$ cat src/rtl/ps2_key_tracker.sv
// ps2_key_tracker: decodes PS/2 scan-code bytes (F0 break, E0 extended) into per-key held
// levels plus one-cycle press/release pulses; typematic repeats suppressed, stalled prefixes
// time out. Latency: final byte at edge N -> outputs visible in cycle N+1. No backpressure.
// Optional feature macro: KEY_TRACKER_EXT_EN (builds E0-extended handling, honours KEY_EXT).
//
// Ports:
//   CLOCK_50     in   system clock, rising edge
//   resetn       in   asynchronous active-low reset
//   ps2_byte     in   [7:0] received scan-code byte
//   ps2_byte_en  in   one-cycle strobe qualifying ps2_byte
//   key_held     out  [NUM_KEYS-1:0] level per tracked key
//   key_press    out  [NUM_KEYS-1:0] one-cycle pulse on held 0->1
//   key_release  out  [NUM_KEYS-1:0] one-cycle pulse on held 1->0
//   any_held     out  OR of key_held, registered alongside it
//   last_key     out  [IDX_W-1:0] index of most recently pressed key
//   protocol_err out  one-cycle pulse when a prefix sequence times out
module ps2_key_tracker #(
  parameter int                      NUM_KEYS       = 4,
  parameter logic [8*NUM_KEYS-1:0]   KEY_CODES      = {8'h1E, 8'h16, 8'h5A, 8'h29},
  parameter logic [NUM_KEYS-1:0]     KEY_EXT        = '0,
  parameter int                      TIMEOUT_CYCLES = 2_500_000,
  localparam int                     IDX_W          = (NUM_KEYS > 1) ? $clog2(NUM_KEYS) : 1
) (
  input  logic                CLOCK_50,
  input  logic                resetn,
  input  logic [7:0]          ps2_byte,
  input  logic                ps2_byte_en,
  output logic [NUM_KEYS-1:0] key_held,
  output logic [NUM_KEYS-1:0] key_press,
  output logic [NUM_KEYS-1:0] key_release,
  output logic                any_held,
  output logic [IDX_W-1:0]    last_key,
  output logic                protocol_err
);

  localparam int CNT_W = (TIMEOUT_CYCLES > 1) ? $clog2(TIMEOUT_CYCLES) : 1;

`ifdef KEY_TRACKER_EXT_EN
  typedef enum logic [1:0] {IDLE, GOT_E0, GOT_F0, GOT_E0F0} state_t;
  // Which KEY_EXT bits take part in matching.
  localparam logic [NUM_KEYS-1:0] EXT_MASK = '1;
`else
  typedef enum logic [0:0] {IDLE, GOT_F0} state_t;
  // Extended handling absent: every key matches as a base (ext=0) code.
  localparam logic [NUM_KEYS-1:0] EXT_MASK = '0;
`endif

  state_t               r_state;
  state_t               w_state_nxt;
  logic [CNT_W-1:0]     r_cnt;
  logic [NUM_KEYS-1:0]  r_held;
  logic [NUM_KEYS-1:0]  r_press;
  logic [NUM_KEYS-1:0]  r_release;
  logic                 r_any;
  logic [IDX_W-1:0]     r_last;
  logic                 r_perr;

  logic                 w_is_e0;
  logic                 w_is_f0;
  logic                 w_code_vld;
  logic                 w_brk;
  logic                 w_ext;
  logic                 w_timeout;
  logic [NUM_KEYS-1:0]  w_match;
  logic [NUM_KEYS-1:0]  w_held_nxt;
  logic [IDX_W-1:0]     w_low_idx;

  assign w_is_e0 = (ps2_byte == 8'hE0);
  assign w_is_f0 = (ps2_byte == 8'hF0);

  // A strobe in the same cycle always wins over the timeout.
  assign w_timeout = (TIMEOUT_CYCLES != 0) && (r_state != IDLE) && !ps2_byte_en &&
                     (r_cnt == CNT_W'(TIMEOUT_CYCLES - 1));

  // Next-state and byte classification.
  always_comb begin
    w_state_nxt = r_state;
    w_code_vld  = 1'b0;
    w_brk       = 1'b0;
    w_ext       = 1'b0;
    if (ps2_byte_en) begin
      if (w_is_e0) begin
`ifdef KEY_TRACKER_EXT_EN
        w_state_nxt = GOT_E0;
`else
        w_state_nxt = r_state;
`endif
      end else if (w_is_f0) begin
        case (r_state)
          IDLE:    w_state_nxt = GOT_F0;
`ifdef KEY_TRACKER_EXT_EN
          GOT_E0:  w_state_nxt = GOT_E0F0;
`endif
          default: w_state_nxt = r_state;
        endcase
      end else begin
        w_code_vld  = 1'b1;
        w_state_nxt = IDLE;
`ifdef KEY_TRACKER_EXT_EN
        w_brk = (r_state == GOT_F0) || (r_state == GOT_E0F0);
        w_ext = (r_state == GOT_E0) || (r_state == GOT_E0F0);
`else
        w_brk = (r_state == GOT_F0);
`endif
      end
    end else if (w_timeout) begin
      w_state_nxt = IDLE;
    end
  end

  // Key matching, next held vector and lowest-index priority encode.
  always_comb begin
    w_match   = '0;
    w_low_idx = '0;
    for (int i = 0; i < NUM_KEYS; i++) begin
      w_match[i] = (ps2_byte == KEY_CODES[8*i +: 8]) && (w_ext == (KEY_EXT[i] & EXT_MASK[i]));
    end
    for (int i = NUM_KEYS - 1; i >= 0; i--) begin
      if (w_match[i]) w_low_idx = IDX_W'(i);
    end
    w_held_nxt = r_held;
    if (w_code_vld) begin
      w_held_nxt = w_brk ? (r_held & ~w_match) : (r_held | w_match);
    end
  end

  always_ff @(posedge CLOCK_50 or negedge resetn) begin
    if (!resetn) begin
      r_state   <= IDLE;
      r_cnt     <= '0;
      r_held    <= '0;
      r_press   <= '0;
      r_release <= '0;
      r_any     <= 1'b0;
      r_last    <= '0;
      r_perr    <= 1'b0;
    end else begin
      r_state   <= w_state_nxt;
      r_held    <= w_held_nxt;
      r_press   <= w_held_nxt & ~r_held;
      r_release <= r_held & ~w_held_nxt;
      r_any     <= |w_held_nxt;
      r_perr    <= w_timeout;
      // Only a make that actually raises a held bit moves last_key.
      if (|(w_held_nxt & ~r_held)) r_last <= w_low_idx;
      if ((r_state == IDLE) || ps2_byte_en || w_timeout) r_cnt <= '0;
      else                                               r_cnt <= r_cnt + CNT_W'(1);
    end
  end

  assign key_held     = r_held;
  assign key_press    = r_press;
  assign key_release  = r_release;
  assign any_held     = r_any;
  assign last_key     = r_last;
  assign protocol_err = r_perr;

endmodule

$ cat config.mk
export PLATFORM = sky130hd
export DESIGN_NAME = ps2_key_tracker
export DESIGN_NICKNAME = d
export VERILOG_FILES = /design/src/rtl/ps2_key_tracker.sv
export SDC_FILE = /design/constraint.sdc
export NUM_CORES = 1
export LEC_CHECK = 0
export BUFFER_PORTS_ARGS = -buffer_cell sky130_fd_sc_hd__buf_4
export CELL_PAD_IN_SITES_DETAIL_PLACEMENT = 0
export CELL_PAD_IN_SITES_GLOBAL_PLACEMENT = 1
export CORE_MARGIN = 10
export CORE_UTILIZATION = 35
export DETAILED_ROUTE_END_ITERATION = 6
export HOLD_SLACK_MARGIN = 0.02
export PLACE_DENSITY = 0.75
export SLEW_MARGIN = 20
export SYNTH_ARGS = -nofsm -noshare
export SYNTH_HDL_FRONTEND = slang
export SYNTH_SLANG_ARGS = --single-unit
$ cat constraint.sdc
create_clock -name CLOCK_50 -period 2.45 [get_ports CLOCK_50]
set_clock_uncertainty 0.15 [all_clocks]
set_input_delay 0.1225 -clock CLOCK_50 [delete_from_list [all_inputs] [get_ports CLOCK_50]]
set_output_delay 0.1225 -clock CLOCK_50 [all_outputs]
set_load 0.01 [all_outputs]
==> results.sh, run 1 <==
export IMPL_final_common_cell="dfrtp_1"
export IMPL_max_stage_delay_ps=550
export IMPL_synthArstFlopShare_pct=100
export IMPL_start_util_pct=36.3
export IMPL_cp_required_ps=2480
export IMPL_startpoint="r_cnt[0]$_DFF_PN0_"
export IMPL_worst_ep_arrival_time_ps=2320
export IMPL_syn_nets=196
export IMPL_yosysSeqAreaShare_pct=52.2
export IMPL_critPathBufInv=1
export IMPL_synth_seq_cells=39
export IMPL_synth_edf_count=0
export IMPL_ys_flop_type="dfrtp_1"
export IMPL_yosysUniqueCellTypes=35
export IMPL_route_vias_total=1483
export IMPL_cts_sinks=39
export IMPL_nNetsFinal=234
export IMPL_drv_cap=0
export IMPL_postCtsSetupBuffers=0
export IMPL_r2r_start="r_cnt[0]$_DFF_PN0_"
export IMPL_grt_use_total_pct=10.6
export IMPL_min_period_over_period_pct=93.7
export IMPL_routedWlPerCell_um=14.1
export IMPL_place_congestion=0.771
export IMPL_relSlewSlack_pct=67.5
export IMPL_total_power_mw=1.28
export IMPL_antenna_found_initial=0
export IMPL_grt_pass1_vias=1549
export IMPL_die_area_um2=8660
export IMPL_vias_per_cell=5.06
export IMPL_seqPwrFrac_pct=53.0
export IMPL_syn_to_final_growth_pct=24.9
export IMPL_rsz0062_at_grt="false"
export IMPL_utilization_pct=45.4
export IMPL_drc=0
export IMPL_post_synth_top_area_cell="dfrtp_1"
export IMPL_antenna_left=0
export IMPL_clk_pin_slew_ps=70
export IMPL_root_buffer="clkbuf_8"
export IMPL_tightest_slew_ps=488
export IMPL_overflow=0
export IMPL_status="completed"
export IMPL_clock_path_buffers=2
export IMPL_hold_end="last_key[0]$_DFFE_PN0P_"
export IMPL_synth_avg_cell_area_um2=10.2
export IMPL_netlist_area_um2=1870
export IMPL_clk_insertion_delay_late_ps=290
export IMPL_cts_inserted_buffers=5
export IMPL_reg2regPathDepth=6
export IMPL_drive_gt1_share_pct=17.9
export IMPL_criticalPathCategory="reg2reg"
export IMPL_comb_power_share_pct=9.0
export IMPL_hold_depth=4
export IMPL_cts_max_level=2
export IMPL_power_leakage_nw=1.02
export IMPL_fin_setup_tns_ps=0
export IMPL_min_path_type="in2reg"
export IMPL_rrSetupSlack_ps=150
export IMPL_hpwl_um=2950
export IMPL_die_h_um=93.1
export IMPL_final_cell_mix="dfrtp_1 (39), buf_4 (29), nor2_1 (21)"
export IMPL_slew_viol_final=0
export IMPL_critPathLaunchType="flop"
export IMPL_swShare_pct=23.4
export IMPL_p_sw_mw=0.299
export IMPL_p_clk_share_pct=38.0
export IMPL_port_buffers=26
export IMPL_dieWidth_um=93.1
export IMPL_critPathCaptureType="flop"
export IMPL_crit_fanout=5
export IMPL_drtIter0Drc=65
export IMPL_ir_drop_mv=0.216
export IMPL_hold_start="ps2_byte[6]"
export IMPL_period_needed_ps=2300
export IMPL_ios=27
export IMPL_grt_pass1_wl_um=7420
export IMPL_r2r_end="r_state$_DFFE_PN0P_"
export IMPL_yosysWarnings=0
export IMPL_power_density_nw_per_um2=547
export IMPL_dr_pass1_iters=4
export IMPL_fmax_mhz=436
export IMPL_setup_viol=0
export IMPL_core_area_um2=5140
export IMPL_tritoncts="built"
export IMPL_cp_top_family="buffers and inverters"
export IMPL_slowest_stage="dlygate4sd3_1"
export IMPL_worstPathCellList="ha_1 -> and4_1 -> nand4_1 -> o21ai_1 -> o21ai_0 -> dlygate4sd3_1"
export IMPL_p_int_mw=0.977
export IMPL_drt_wl_total_um=4140
export IMPL_hold_viol=0
export IMPL_synth_cells=184
export IMPL_rows=26
export IMPL_n_antenna_cell=0
export IMPL_grt_max_degree=40
export IMPL_ys_top_cells_by_area="dfrtp_1 (52%), xor2_1 (4.7%), mux2i_1 (4.3%)"
export IMPL_synth_top_area_share_pct=52.2
[synthesized netlist by cell type (2+ instances only)]
library cell / count
a21oi_1: 7
a31oi_1: 2
and3_1: 4
and4_1: 4
clkbuf_1: 5
dfrtp_1: 39
inv_1: 9
mux2i_1: 8
nand2_1: 9
nand3_1: 8
nand4_1: 12
nand4b_1: 2
nor2_1: 21
nor3_1: 3
nor3b_1: 2
nor4_1: 3
nor4b_1: 2
o21ai_0: 4
o31ai_1: 5
or3b_2: 2
or4_1: 8
xnor2_1: 3
xor2_1: 10
[timing repair]
action,in CTS,in global routing
gates resized for setup,0,0
endpoints found under the hold margin,44,0
hold buffers,8,0
[per-stage QoR]
stage          hold WS [ps]  area (um2)  setup WS [ps]  instances
2_1_floorplan          -323        1870            420        184
3_3_place_gp          -16.8        2150            296        277
3_5_place_dp          -23.6        2150            273        277
4_1_cts                24.2        2330            161        293
5_1_grt                54.9        2330           2.98        293
6_report               30.7        2330            155        293
[per-layer routing]
metal / vias to the layer above / GRT usage (%) / routed length (um)
li1: 745 / - / -
met1: 715 / 12.3 / 1900
met2: 18 / 17.6 / 2030
met3: 5 / 2.80 / 141
met4: 0 / 5.27 / 65
met5: - / 0 / 0
[final cells by class]
| class | instances | area (um2) |
|---|---|---|
| clock buffer | 7 | 96.3 |
| tap | 70 | 87.6 |
| inverter | 9 | 33.8 |
| multi-input combinational | 130 | 835 |
| fill | 527 | 2810 |
| sequential | 39 | 976 |
| timing repair buffer | 37 | 298 |
| clock inverter | 1 | 7.51 |
[sequential cells by signal (all words and copies together) (netlist names)]
| name | cells |
|---|---|
| r_cnt | 22 |
| any_held | 1 |
| r_state | 1 |
| key_press | 4 |
| protocol_err | 1 |
| key_held | 4 |
| key_release | 4 |
| last_key | 2 |
[worst max path at each step]
stage	endpoint	slack (ps)	depth (start not counted)
finish	r_state$_DFFE_PN0P_	150	6
global route	r_state$_DFFE_PN0P_	3	6
CTS	r_state$_DFFE_PN0P_	160	6
detailed placement	r_cnt[21]$_DFF_PN0_	270	4
global placement	r_cnt[21]$_DFF_PN0_	300	4
floorplan	r_cnt[21]$_DFF_PN0_	420	5
[power groups by stage]
stage	sequential [mW]	clock (mW)	combinational (mW)
5_1_grt	0.680	0.529	0.130
3_3_place_gp	0.690	0	0.110
3_5_place_dp	0.690	0	0.110
2_1_floorplan	0.698	0	0.0285
4_1_cts	0.677	0.500	0.118
6_report	0.677	0.485	0.114
[tightest hold or removal path, cell delays in order]
cell and delay [ps]:
buf_4 110, xor2_1 60, nand3_1 80, mux2i_1 60
[cell families after synthesis]
kind of cell	synth area share [%]
and+or+nand+nor	27.2
DFF	52.2
AOI/OAI and AO/OA	6.43
buffers and inverters	3.08
xor gates and xnor gates	6.10
muxes	4.29
adders and majority gates	0.670
Note: power is estimated with default switching activity, not from simulation.
==> run 2: changes to the inputs <==
--- a/config.mk
+++ b/config.mk
@@ -6,13 +6,15 @@
 export NUM_CORES = 1
 export LEC_CHECK = 0
 export BUFFER_PORTS_ARGS = -buffer_cell sky130_fd_sc_hd__buf_4
-export CELL_PAD_IN_SITES_DETAIL_PLACEMENT = 0
-export CELL_PAD_IN_SITES_GLOBAL_PLACEMENT = 1
+export CELL_PAD_IN_SITES_DETAIL_PLACEMENT = 1
+export CELL_PAD_IN_SITES_GLOBAL_PLACEMENT = 2
 export CORE_MARGIN = 10
 export CORE_UTILIZATION = 35
+export CTS_BUF_LIST = sky130_fd_sc_hd__clkbuf_8
 export DETAILED_ROUTE_END_ITERATION = 6
 export HOLD_SLACK_MARGIN = 0.02
-export PLACE_DENSITY = 0.75
+export PLACE_DENSITY = 0.87
+export SKIP_LAST_GASP = 1
 export SLEW_MARGIN = 20
 export SYNTH_ARGS = -nofsm -noshare
 export SYNTH_HDL_FRONTEND = slang
==> run 2 against run 1 <==
Combinational power is essentially flat. Register-to-register slack got worse by 20 ps. Sequential power barely moved. Critical path depth down 2. Highest routed layer unchanged. Worst setup slack lost 19 ps. Sequential cell count did not move. Largest cell class unchanged. Fmax is 0.80% lower. Core utilization grew 0.71 points.
==> results.sh, run 2 (same netlist as run 1, synthesis figures left out) <==
export IMPL_design_area_um2=2370
export IMPL_cts_max_level=2
export IMPL_min_path_type="in2reg"
export IMPL_core_area_um2=5140
export IMPL_place_congestion=0.809
export IMPL_worstPathCellList="nand4_1 -> or4_1 -> or4_1 -> a21oi_1"
export IMPL_rows=26
export IMPL_tightest_slew_ps=516
export IMPL_hold_end="key_release[3]$_DFF_PN0_"
export IMPL_drv_cap=0
export IMPL_layout_setup_ws_ps=136
export IMPL_period_needed_ps=2310
export IMPL_cts_inserted_buffers=5
export IMPL_r2r_start="r_cnt[5]$_DFF_PN0_"
export IMPL_n_antenna_cell=0
export IMPL_die_h_um=93.1
export IMPL_dieWidth_um=93.1
export IMPL_slowest_stage="or4_1"
export IMPL_cp_required_ps=2520
export IMPL_drt_wl_total_um=4870
export IMPL_grt_pass1_wl_um=8580
export IMPL_power_leakage_nw=1.04
export IMPL_syn_to_final_growth_pct=26.9
export IMPL_drtIter0Drc=39
export IMPL_hold_start="ps2_byte[6]"
export IMPL_routedWlPerCell_um=16.5
export IMPL_setup_viol=0
export IMPL_placedInstanceArea_um2=2150
export IMPL_ios=27
export IMPL_critPathCaptureType="flop"
export IMPL_antenna_left=0
export IMPL_reg2regPathDepth=4
export IMPL_tritoncts="built"
export IMPL_min_period_over_period_pct=94.4
export IMPL_nNetsFinal=236
export IMPL_crit_path_frequent_cell="or4_1"
export IMPL_max_stage_delay_ps=720
export IMPL_clock_path_buffers=2
export IMPL_r2r_end="r_cnt[21]$_DFF_PN0_"
export IMPL_fmax_mhz=432
export IMPL_total_power_mw=1.35
export IMPL_drc=0
export IMPL_ir_drop_mv=0.186
export IMPL_critPathLaunchType="flop"
export IMPL_holdWs_ps=90.4
export IMPL_hpwl_um=3380
export IMPL_final_common_cell="dfrtp_1"
export IMPL_overflow=0
export IMPL_port_buffers=26
export IMPL_relSlewSlack_pct=65.5
export IMPL_dr_pass1_iters=4
export IMPL_power_density_nw_per_um2=571
export IMPL_grt_use_total_pct=12.1
export IMPL_fin_setup_tns_ps=0
export IMPL_fillers=620
export IMPL_die_area_um2=8660
export IMPL_route_vias_total=1544
export IMPL_status="completed"
export IMPL_slew_viol_final=0
export IMPL_cts_sinks=39
export IMPL_drive_gt1_share_pct=19.1
export IMPL_largest_register="r_cnt"
export IMPL_start_util_pct=36.3
export IMPL_rrSetupSlack_ps=140
export IMPL_pre_cts_ws_ps=186
export IMPL_criticalPathCategory="reg2reg"
export IMPL_grt_max_degree=40
export IMPL_final_cell_mix="dfrtp_1 (39), buf_4 (30), nor2_1 (21)"
export IMPL_worst_ep_arrival_time_ps=2380
export IMPL_grt_pass1_vias=1672
export IMPL_antenna_found_initial=0
export IMPL_rsz0062_at_grt="false"
export IMPL_vias_per_cell=5.23
export IMPL_hold_depth=4
export IMPL_crit_fanout=10
export IMPL_largest_reg_flops=22
export IMPL_clk_pin_slew_ps=80
export IMPL_clk_insertion_delay_late_ps=290
export IMPL_hold_viol=0
export IMPL_root_buffer="clkbuf_8"
-- run 2: layout make-up --
| cell class | instances | area [um2] | area share [%] |
|---|---|---|---|
| flip-flops and latches | 39 | 976 | 41.2 |
| clock inverters | 2 | 35.0 | 1.48 |
| clock buffers | 6 | 82.6 | 3.48 |
| repair buffers | 39 | 315 | 13.3 |
| inverters | 9 | 33.8 | 1.43 |
| multi-input cells | 130 | 840 | 35.4 |
| well taps | 70 | 87.6 | 3.70 |
-- run 2: how the worst max path moves through the flow --
stage | slack (ps) | end | cells past startpoint | start
finish | 140 | r_cnt[21]$_DFF_PN0_ | 4 | r_cnt[5]$_DFF_PN0_
global route | 30 | r_state$_DFFE_PN0P_ | 6 | r_cnt[0]$_DFF_PN0_
CTS | 50 | r_state$_DFFE_PN0P_ | 6 | r_cnt[0]$_DFF_PN0_
detailed placement | 190 | r_cnt[21]$_DFF_PN0_ | 4 | r_cnt[5]$_DFF_PN0_
global placement | 290 | r_cnt[21]$_DFF_PN0_ | 4 | r_cnt[5]$_DFF_PN0_
floorplan | 420 | r_cnt[21]$_DFF_PN0_ | 5 | r_cnt[5]$_DFF_PN0_
-- run 2: repair_timing --
| item | 4_1_cts | 5_1_grt |
|---|---|---|
| hold buffers | 9 | 0 |
| setup buffers | 0 | 1 |
| setup endpoints to repair | 0 | 1 |
| hold endpoints to repair | 44 | 0 |
| gates resized for setup | 0 | 2 |
-- run 2: power breakdown --
| group | leakage (nW) | internal (mW) | switching (mW) |
|---|---|---|---|
| Clock | 0.0612 | 0.330 | 0.229 |
| Combinational | 0.445 | 0.0576 | 0.0597 |
| Sequential | 0.533 | 0.664 | 0.0142 |
-- run 2: worst max-delay path, delay by kind of cell, from the launching register on --
| kind | cells | cell delay, ps |
|---|---|---|
| AOI/OAI and AO/OA | 1 | 190 |
| and+or+nand+nor | 3 | 1480 |
| DFF | 1 | 430 |
-- run 2: per-stage QoR --
stage / utilization [%] / cells
finish: 46.1 / 295
global route: 46.1 / 295
CTS: 45.9 / 294
detailed placement: 41.8 / 277
global placement: 41.8 / 277
floorplan: - / 184
-- run 2: metal layers --
metal / up-vias / part of all wire (%) / global-route usage (%)
li1: 746 / - / -
met1: 777 / 46 / 15.0
met2: 14 / 50 / 20.3
met3: 7 / 2.4 / 3.04
met4: 0 / 1.2 / 3.98
met5: - / 0 / 0
==> run 3: changes to the inputs <==
--- a/config.mk
+++ b/config.mk
@@ -8,7 +8,6 @@
 export BUFFER_PORTS_ARGS = -buffer_cell sky130_fd_sc_hd__buf_4
 export CELL_PAD_IN_SITES_DETAIL_PLACEMENT = 1
 export CELL_PAD_IN_SITES_GLOBAL_PLACEMENT = 2
-export CORE_MARGIN = 10
 export CORE_UTILIZATION = 35
 export CTS_BUF_LIST = sky130_fd_sc_hd__clkbuf_8
 export DETAILED_ROUTE_END_ITERATION = 6
==> run 3 against run 2 <==
Die area fell by 35%. Clock-buffer cell count did not move. First-iteration DRC count rose to 3.2 times the previous value. Power fell by 9.1%. Critical path depth did not move. Core utilization fell by 0.78 points. Cell count fell by 1.0%. Clock power fell by 22%. Critical endpoint unchanged. Largest power group unchanged.
==> results.sh, run 3 (same netlist as run 1, synthesis figures left out) <==
export IMPL_power_leakage_nw=1.02
export IMPL_final_common_cell="dfrtp_1"
export IMPL_rsz0062_at_grt="false"
export IMPL_criticalPathCategory="reg2reg"
export IMPL_worst_ep_arrival_time_ps=2320
export IMPL_cts_inserted_buffers=5
export IMPL_cts_hold_fix_buffers=7
export IMPL_nNetsFinal=234
export IMPL_grt_max_degree=40
export IMPL_dr_pass1_iters=4
export IMPL_top_usage_layer="met2"
export IMPL_cp_required_ps=2520
export IMPL_period_needed_ps=2250
export IMPL_hold_viol=0
export IMPL_grt_use_total_pct=18.5
export IMPL_seqPwrFrac_pct=55.1
export IMPL_start_util_pct=36.6
export IMPL_drv_cap=0
export IMPL_n_antenna_cell=0
export IMPL_tightest_slew_ps=499
export IMPL_crit_fanout=10
export IMPL_power_density_nw_per_um2=532
export IMPL_p_sw_mw=0.289
export IMPL_critPathLaunchType="flop"
export IMPL_fin_setup_tns_ps=0
export IMPL_routedWlPerCell_um=15.7
export IMPL_port_buffers=26
export IMPL_antenna_found_initial=0
export IMPL_clock_path_buffers=2
export IMPL_setup_viol=0
export IMPL_hold_start="ps2_byte[7]"
export IMPL_p_int_mw=0.942
export IMPL_design_area_um2=2310
export IMPL_grt_pass1_wl_um=7850
export IMPL_relSlewSlack_pct=66.7
export IMPL_comb_power_share_pct=9.3
export IMPL_root_buffer="clkbuf_8"
export IMPL_p_clk_share_pct=35.6
export IMPL_postCtsSetupBuffers=0
export IMPL_drc=0
export IMPL_status="completed"
export IMPL_syn_to_final_growth_pct=23.9
export IMPL_multi_input_area_um2=835
export IMPL_overflow=0
export IMPL_vias_per_cell=5.33
export IMPL_final_cell_mix="dfrtp_1 (39), buf_4 (30), nor2_1 (21)"
export IMPL_clk_insertion_delay_late_ps=290
export IMPL_largest_reg_flops=22
export IMPL_critPathCaptureType="flop"
export IMPL_cts_max_level=2
export IMPL_hold_depth=4
export IMPL_drt_wl_total_um=4580
export IMPL_swShare_pct=23.5
export IMPL_clk_pin_slew_ps=70
export IMPL_core_area_um2=5110
export IMPL_grt_pass1_vias=1620
export IMPL_ir_drop_mv=0.205
export IMPL_reg2regPathDepth=4
export IMPL_drive_gt1_share_pct=18.0
export IMPL_fillers=604
export IMPL_cts_sinks=39
export IMPL_route_vias_total=1557
export IMPL_dieWidth_um=75.1
export IMPL_place_congestion=0.773
export IMPL_ios=27
export IMPL_min_period_over_period_pct=91.8
export IMPL_antenna_left=0
export IMPL_min_path_type="in2reg"
export IMPL_ctsResizeCount=0
export IMPL_gr_usage_met2_pct=30.8
export IMPL_largest_register="r_cnt"
export IMPL_rows=26
export IMPL_seq_area_um2=976
export IMPL_tritoncts="built"
export IMPL_rrSetupSlack_ps=200
export IMPL_fmax_mhz=444
export IMPL_hpwl_um=3290
export IMPL_startpoint="r_cnt[5]$_DFF_PN0_"
export IMPL_drtIter0Drc=126
export IMPL_die_area_um2=5630
export IMPL_slew_viol_final=0
export IMPL_r2r_start="r_cnt[5]$_DFF_PN0_"
export IMPL_grt_use_met3_pct=2.81
export IMPL_die_h_um=75.1
export IMPL_met1_usage_pct=24.5
export IMPL_placedInstanceArea_um2=2160
==> run 3: changes by cell type in the layout (fill, tap and decap cells not counted) <==
cell / change
and4_1: +1
and4_2: -1
bufinv_16: -1
dlygate4sd3_1: -2
o21ai_1: +1
o21ai_2: -1
==> run 3: routing by layer <==
layer / part of all wire, % / up-vias
met5: 0 / -
met2: 50 / 18
met4: 1.1 / 0
li1: - / 742
met3: 2.2 / 5
met1: 47 / 792
==> run 3: critical path, stage by stage (launching register included) <==
cell	delay (ps)
dfrtp_1	440
nand4_1	190
or4_1	710
or4_1	550
a21oi_1	150
==> run 3: power groups by stage <==
stage | Clock [mW] | Sequential [mW] | Combinational (mW)
after global placement | 0 | 0.691 | 0.107
after floorplan | 0 | 0.698 | 0.0285
after detailed placement | 0 | 0.692 | 0.110
after CTS | 0.451 | 0.679 | 0.118
final | 0.438 | 0.679 | 0.115
after global routing | 0.477 | 0.682 | 0.128
==> run 3: cell type report <==
type,count,area share (%)
Tap cell,70,3.78
Inverter,9,1.46
Sequential cell,39,42.2
Clock inverter,1,0.216
Clock buffer,6,3.57
Timing Repair Buffer,37,12.8
Multi-Input combinational cell,130,36.1
==> run 3: path summary, 6_finish.rpt <==
kind,end
max in group asynchronous,r_cnt[2]$_DFF_PN0_
min reg2reg,r_cnt[0]$_DFF_PN0_
min in group asynchronous,r_cnt[12]$_DFF_PN0_
max,r_cnt[21]$_DFF_PN0_
min,last_key[0]$_DFFE_PN0P_
max reg2reg,r_cnt[21]$_DFF_PN0_
==> run 3: per-stage QoR <==
stage / worst slack, ps / total power [mW] / utilization [%] / hold WS [ps] / instances
floorplan: 420 / 0.727 / - / -323 / 184
global placement: 297 / 0.798 / 42.2 / -23.7 / 278
detailed placement: 209 / 0.802 / 42.2 / -13.3 / 278
CTS: 183 / 1.25 / 45.3 / 27.7 / 292
global route: 103 / 1.29 / 45.3 / 53.1 / 292
finish: 200 / 1.23 / 45.3 / 31.6 / 292
